**config.mk**
```make
export PLATFORM = sky130hd
export DESIGN_NAME = pulse_receiver
export DESIGN_NICKNAME = d
export VERILOG_FILES = /design/src/rtl/pulse_pkg.sv /design/src/rtl/pulse_bit_counter.sv /design/src/rtl/pulse_receiver.sv
export SDC_FILE = /design/constraint.sdc
export NUM_CORES = 1
export LEC_CHECK = 0
export BUFFER_PORTS_ARGS = -buffer_cell sky130_fd_sc_hd__buf_2
export CORE_ASPECT_RATIO = 0.8
export CORE_UTILIZATION = 57
export DETAILED_ROUTE_END_ITERATION = 8
export HOLD_SLACK_MARGIN = 0.02
export PLACE_DENSITY = 0.81
export SETUP_SLACK_MARGIN = 0.15
export SYNTH_ARGS = -nofsm -noshare
export SYNTH_HDL_FRONTEND = slang
export SYNTH_SLANG_ARGS = --single-unit
```
**constraint.sdc**
```tcl
create_clock -name clock -period 2.1 [get_ports clock]
set_input_delay 0.315 -clock clock [delete_from_list [all_inputs] [get_ports clock]]
set_output_delay 0.315 -clock clock [all_outputs]
set_load 0.03 [all_outputs]
```
**src/rtl/pulse_pkg.sv**
```systemverilog
// ============================================================================
// Module  : pulse_pkg
// Purpose : Shared word width and FSM state encoding for the pulse link.
// Revision: 1.0 - initial release
// ============================================================================
`default_nettype none

package pulse_pkg;

  localparam int unsigned WIDTH = 16;

  typedef logic [0:0] state_t;

  localparam state_t ST_IDLE    = 1'b0;
  localparam state_t ST_RECEIVE = 1'b1;

endpackage

`default_nettype wire

```
**src/rtl/pulse_bit_counter.sv**
```systemverilog
// ============================================================================
// Module  : pulse_bit_counter
// Purpose : Bit position counter with increment, clear and terminal count.
// Revision: 1.0 - initial release
// ============================================================================
`default_nettype none

module pulse_bit_counter
  import pulse_pkg::*;
#(
  parameter int unsigned WIDTH = pulse_pkg::WIDTH,
  localparam int unsigned CW   = $clog2(WIDTH)
) (
  input  logic          clk_i,
  input  logic          rst_i,
  input  logic          inc_i,
  input  logic          clr_i,
  output logic [CW-1:0] count_o,
  output logic          tc_o
);

  logic [CW-1:0] count_q;
  logic [CW-1:0] count_d;

  // Clear wins over increment so a completed word always restarts at zero.
  always_comb begin
    count_d = count_q;
    if (clr_i) begin
      count_d = '0;
    end else if (inc_i) begin
      count_d = count_q + CW'(1);
    end
  end

  always_ff @(posedge clk_i) begin
    if (rst_i) begin
      count_q <= '0;
    end else begin
      count_q <= count_d;
    end
  end

  assign count_o = count_q;
  assign tc_o    = (count_q == CW'(WIDTH - 1));

endmodule

`default_nettype wire

```
**src/rtl/pulse_receiver.sv**
```systemverilog
// ============================================================================
// Module  : pulse_receiver
// Purpose : Serial-to-parallel word receiver with valid/ack handshake.
// Revision: 1.0 - initial release
// ============================================================================
`default_nettype none

module pulse_receiver
  import pulse_pkg::*;
#(
  parameter int unsigned WIDTH = pulse_pkg::WIDTH
) (
  input  logic                     clock,
  input  logic                     reset,
  input  logic                     serial_in,
  input  logic                     frame_flag,
  input  logic                     word_ack,
  output logic [WIDTH-1:0]         out_word,
  output logic                     word_valid,
  output logic                     frame_error,
  output logic                     overrun,
  output logic [$clog2(WIDTH)-1:0] bit_count
);

  localparam int unsigned CW = $clog2(WIDTH);

  state_t state_q;
  state_t state_d;

  // Only WIDTH-1 bits are stored; the final bit goes straight into out_word.
  logic [WIDTH-2:0] shift_q;
  logic [WIDTH-2:0] shift_d;
  logic [WIDTH-1:0] out_word_q;
  logic [WIDTH-1:0] out_word_d;
  logic             valid_q;
  logic             valid_d;
  logic             ferr_q;
  logic             ferr_d;
  logic             ovr_q;
  logic             ovr_d;

  logic [CW-1:0]    cnt;
  logic             cnt_tc;
  logic             cnt_inc;
  logic             cnt_clr;
  logic             complete;
  logic             abort;

  pulse_bit_counter #(
    .WIDTH (WIDTH)
  ) u_bit_counter (
    .clk_i   (clock),
    .rst_i   (reset),
    .inc_i   (cnt_inc),
    .clr_i   (cnt_clr),
    .count_o (cnt),
    .tc_o    (cnt_tc)
  );

  always_ff @(posedge clock) begin
    if (reset) begin
      state_q <= ST_IDLE;
    end else begin
      state_q <= state_d;
    end
  end

  always_comb begin
    state_d = state_q;
    case (state_q)
      ST_IDLE:    if (frame_flag)  state_d = ST_RECEIVE;
      ST_RECEIVE: if (!frame_flag) state_d = ST_IDLE;
      default:    state_d = ST_IDLE;
    endcase
  end

  // Terminal count is only reachable in RECEIVE since IDLE always holds zero.
  always_comb begin
    complete = 1'b0;
    abort    = 1'b0;
    if (state_q == ST_RECEIVE) begin
      complete = frame_flag & cnt_tc;
      abort    = ~frame_flag & (cnt != '0);
    end
    cnt_inc = frame_flag & ~complete;
    cnt_clr = ~frame_flag | complete;
  end

  always_comb begin
    shift_d    = frame_flag ? {shift_q[WIDTH-3:0], serial_in} : shift_q;
    out_word_d = complete ? {shift_q, serial_in} : out_word_q;
    valid_d    = complete ? 1'b1 : (word_ack ? 1'b0 : valid_q);
    ovr_d      = ovr_q | (complete & valid_q & ~word_ack);
    ferr_d     = abort;
  end

  always_ff @(posedge clock) begin
    if (reset) begin
      shift_q    <= '0;
      out_word_q <= '0;
      valid_q    <= 1'b0;
      ferr_q     <= 1'b0;
      ovr_q      <= 1'b0;
    end else begin
      shift_q    <= shift_d;
      out_word_q <= out_word_d;
      valid_q    <= valid_d;
      ferr_q     <= ferr_d;
      ovr_q      <= ovr_d;
    end
  end

  assign out_word    = out_word_q;
  assign word_valid  = valid_q;
  assign frame_error = ferr_q;
  assign overrun     = ovr_q;
  assign bit_count   = cnt;

endmodule

`default_nettype wire
```
==> metrics.yaml <==
grt.total_usage: 0.196
yosysSeqAreaShare: 0.512
ys_top_cells_by_count: "39 x dfxtp_1, 34 x nand2_1, 31 x mux2i_1, 18 x nor2_1, 4 x buf_2"
antenna_found_initial: 0
nNetsFinal: 184
power_density_nw_per_um2: 723
crit_required_ns: 2.37
clkSinkCount: 39
outcome: "completed"
drc: 0
finalSetupTns_ns: 0
crit_type: "reg -> reg"
vias: 1055
worst_pin_slew_ns: 0.532
yosysTopAreaCell: "dfxtp_1"
worst-path-stages: 4
syn_nets: 158
final_core_util: 0.684
min_period_ns: 1.44
clk_latency_ns: 0.34
crit_chain: "ha_1, nand3_2, nor2_8, mux2i_1"
seqCellArea_sq_um: 781
hpwl_mm: 1.70
holdPathStages: 3
wl_per_cell_microns: 11.9
fp.dieW_microns: 59.8
detail_route.iter0.violations: 51
clk_pin_slew_ns: 0.11
fin_crit_sh: 0.685
synth_area_leaders: "dfxtp_1 51%, mux2i_1 20%, nand2_1 8.4%, nor2_1 4.4%, ha_1 1.6%"
synth_edf_count: 0
vias_per_cell: 4.93
synthCells: 151
r2r_slack_ns: 0.66
cp_slowest_cell: "dfxtp_1"
cts_setup_buffers: 0
crit_start: "u_bit_counter.count_o[0]$_SDFFE_PP0P_"
fill_cells: 224
r2r_cells: 4
relSlewSlack: 0.645
cts_tree: "built"
ios: 28
clock_skew_ns: 0.0109
synth_ff_type: "dfxtp_1"
timing.rr.start: "u_bit_counter.count_o[0]$_SDFFE_PP0P_"
holdCritPathClass: "in -> reg"
ir_drop_uv: 349
maxSlewViolCount: 0
overflow: 0
syn_avg_cell_area_sq_um: 10.1
cts_made_buffers: 5
start_util: 0.614
grt_pass1_vias: 870
synth_top_area_share: 0.512
drv_cap: 0
synth_seq_cells: 39
grt_max_degree: 36
htreeDepth: 2
cp_max_fo: 21
postSynth.asyncResetShare: 0
endpoint: "out_word[14]$_SDFFE_PP0P_"
gp_congestion: 0.759
r2r_end: "out_word[14]$_SDFFE_PP0P_"
die_area_sq_um: 2890
hold_buffers: 0
syn_area_sq_um: 1520
setup-violations-final: 0
layout-drive-gt1-share: 0.225
end_kind: "flop"
leakage_nw: 0.756
hold_viol_final: 0
first_pass_iters: 4
die_y_microns: 48.3
slowest_delay_ns: 0.41
path_delay_family: "simple AND/OR/NAND/NOR gates"
critPathBufInv: 0
clockRootBuffer: "clkbuf_4"
max_freq_mhz: 696
arrival_ns: 1.71
synth_cell_types: 24
worst_setup_path_start_kind: "flop"
synth_most_common_cell: "dfxtp_1"
grt_setup_unrepaired: "false"
hold_slack_ns: 0.227
row_count: 16
drt_wl_total_mm: 2.55
syn2layout_area_growth_pct: 11.5
multi_input_area_sq_um: 647
diodes: 0
coreArea_sq_um: 2480
ctsResizeCount: 0
portBuffers: 27
synth_warnings: 0
ant_nets: 0
grt_first_pass_wirelength_mm: 3.94
cts_buffer_depth: 2
cells by family (layout without fill, tap and decap cells):
| family | count (synthesis) | after routing | synth area share |
|---|---|---|---|
| flip-flops | 39 | 39 | 0.512 |
| XOR/XNOR | 2 | 2 | 0.0115 |
| multiplexers | 31 | 31 | 0.204 |
| buffers and inverters | 13 | 40 | 0.0632 |
| adder cells (fa/ha/maj) | 2 | 2 | 0.0164 |
| AND/OR/NAND/NOR | 61 | 61 | 0.179 |
| AO/OA/AOI/OAI | 3 | 3 | 0.0140 |
sequential cells by signal (all words and copies together), names as in the netlist:
signal                 cells
word_valid                 1
frame_error                1
out_word                  16
shift_q                   15
state_q                    1
overrun                    1
u_bit_counter.count_o      4
worst min-delay path by stage:
| stage | startpoint | to | slack [ns] |
|---|---|---|---|
| 2_1_floorplan | state_q$_SDFF_PP0_ | frame_error$_SDFF_PP0_ | 0.42 |
| 3_3_place_gp | out_word[6]$_SDFFE_PP0P_ | out_word[6]$_SDFFE_PP0P_ | 0.44 |
| 3_5_place_dp | out_word[12]$_SDFFE_PP0P_ | out_word[12]$_SDFFE_PP0P_ | 0.44 |
| 4_1_cts | serial_in | out_word[0]$_SDFFE_PP0P_ | 0.21 |
| 5_1_grt | serial_in | out_word[0]$_SDFFE_PP0P_ | 0.24 |
| 6_report | serial_in | out_word[0]$_SDFFE_PP0P_ | 0.23 |
layer usage:
| layer | GRT usage | vias up | wire length [microns] |
|---|---|---|---|
| li1 | - | 540 | - |
| met1 | 0.250 | 484 | 1190 |
| met4 | 0.0558 | 0 | 35 |
| met2 | 0.313 | 26 | 1190 |
| met5 | 0 | - | 0 |
| met3 | 0.0796 | 5 | 130 |
stage by stage:
| step | std cells | power [mW] | cell area (sq um) | setup slack (ns) |
|---|---|---|---|---|
| floorplan | 151 | 0.809 | 1520 | 0.656 |
| global placement | 206 | 0.815 | 1630 | 0.693 |
| detailed placement | 206 | 0.817 | 1630 | 0.572 |
| CTS | 214 | 1.24 | 1700 | 0.631 |
| global route | 214 | 1.29 | 1700 | 0.524 |
| finish | 214 | 1.23 | 1700 | 0.663 |
layout make-up:
type | instances | area share
inverter | 4 | 0.00884
timing repair buffer | 28 | 0.0839
multi-input combinational | 99 | 0.381
sequential | 39 | 0.459
tap | 36 | 0.0265
clock buffer | 8 | 0.0405
worst register-to-register path: stages (launching register included):
cell and delay, ns:
dfxtp_1 0.41, ha_1 0.22, nand3_2 0.13, nor2_8 0.37, mux2i_1 0.25
cells in the final DEF, fill, tap and decap left out:
cell	n
nand4_1	1
buf_4	1
a31o_2	1
xor2_1	1
clkbuf_1	1
nor3_1	2
nor2b_1	2
nand3_2	1
nand2_4	1
nor3b_1	1
buf_2	27
ha_1	2
nor2_8	1
o21a_1	1
nand2_1	34
a21oi_1	1
mux2i_1	31
inv_2	1
clkbuf_4	5
nor2_1	18
clkbuf_8	2
xnor2_1	1
dfxtp_1	39
inv_1	3
power by group:
group	switching [mW]	internal (mW)	total, mW
Sequential	0.00523	0.745	0.750
Clock	0.230	0.197	0.427
Combinational	0.0345	0.0162	0.0507
Total	0.270	0.958	1.23
No activity file was read; power rests on OpenSTA's default activity.
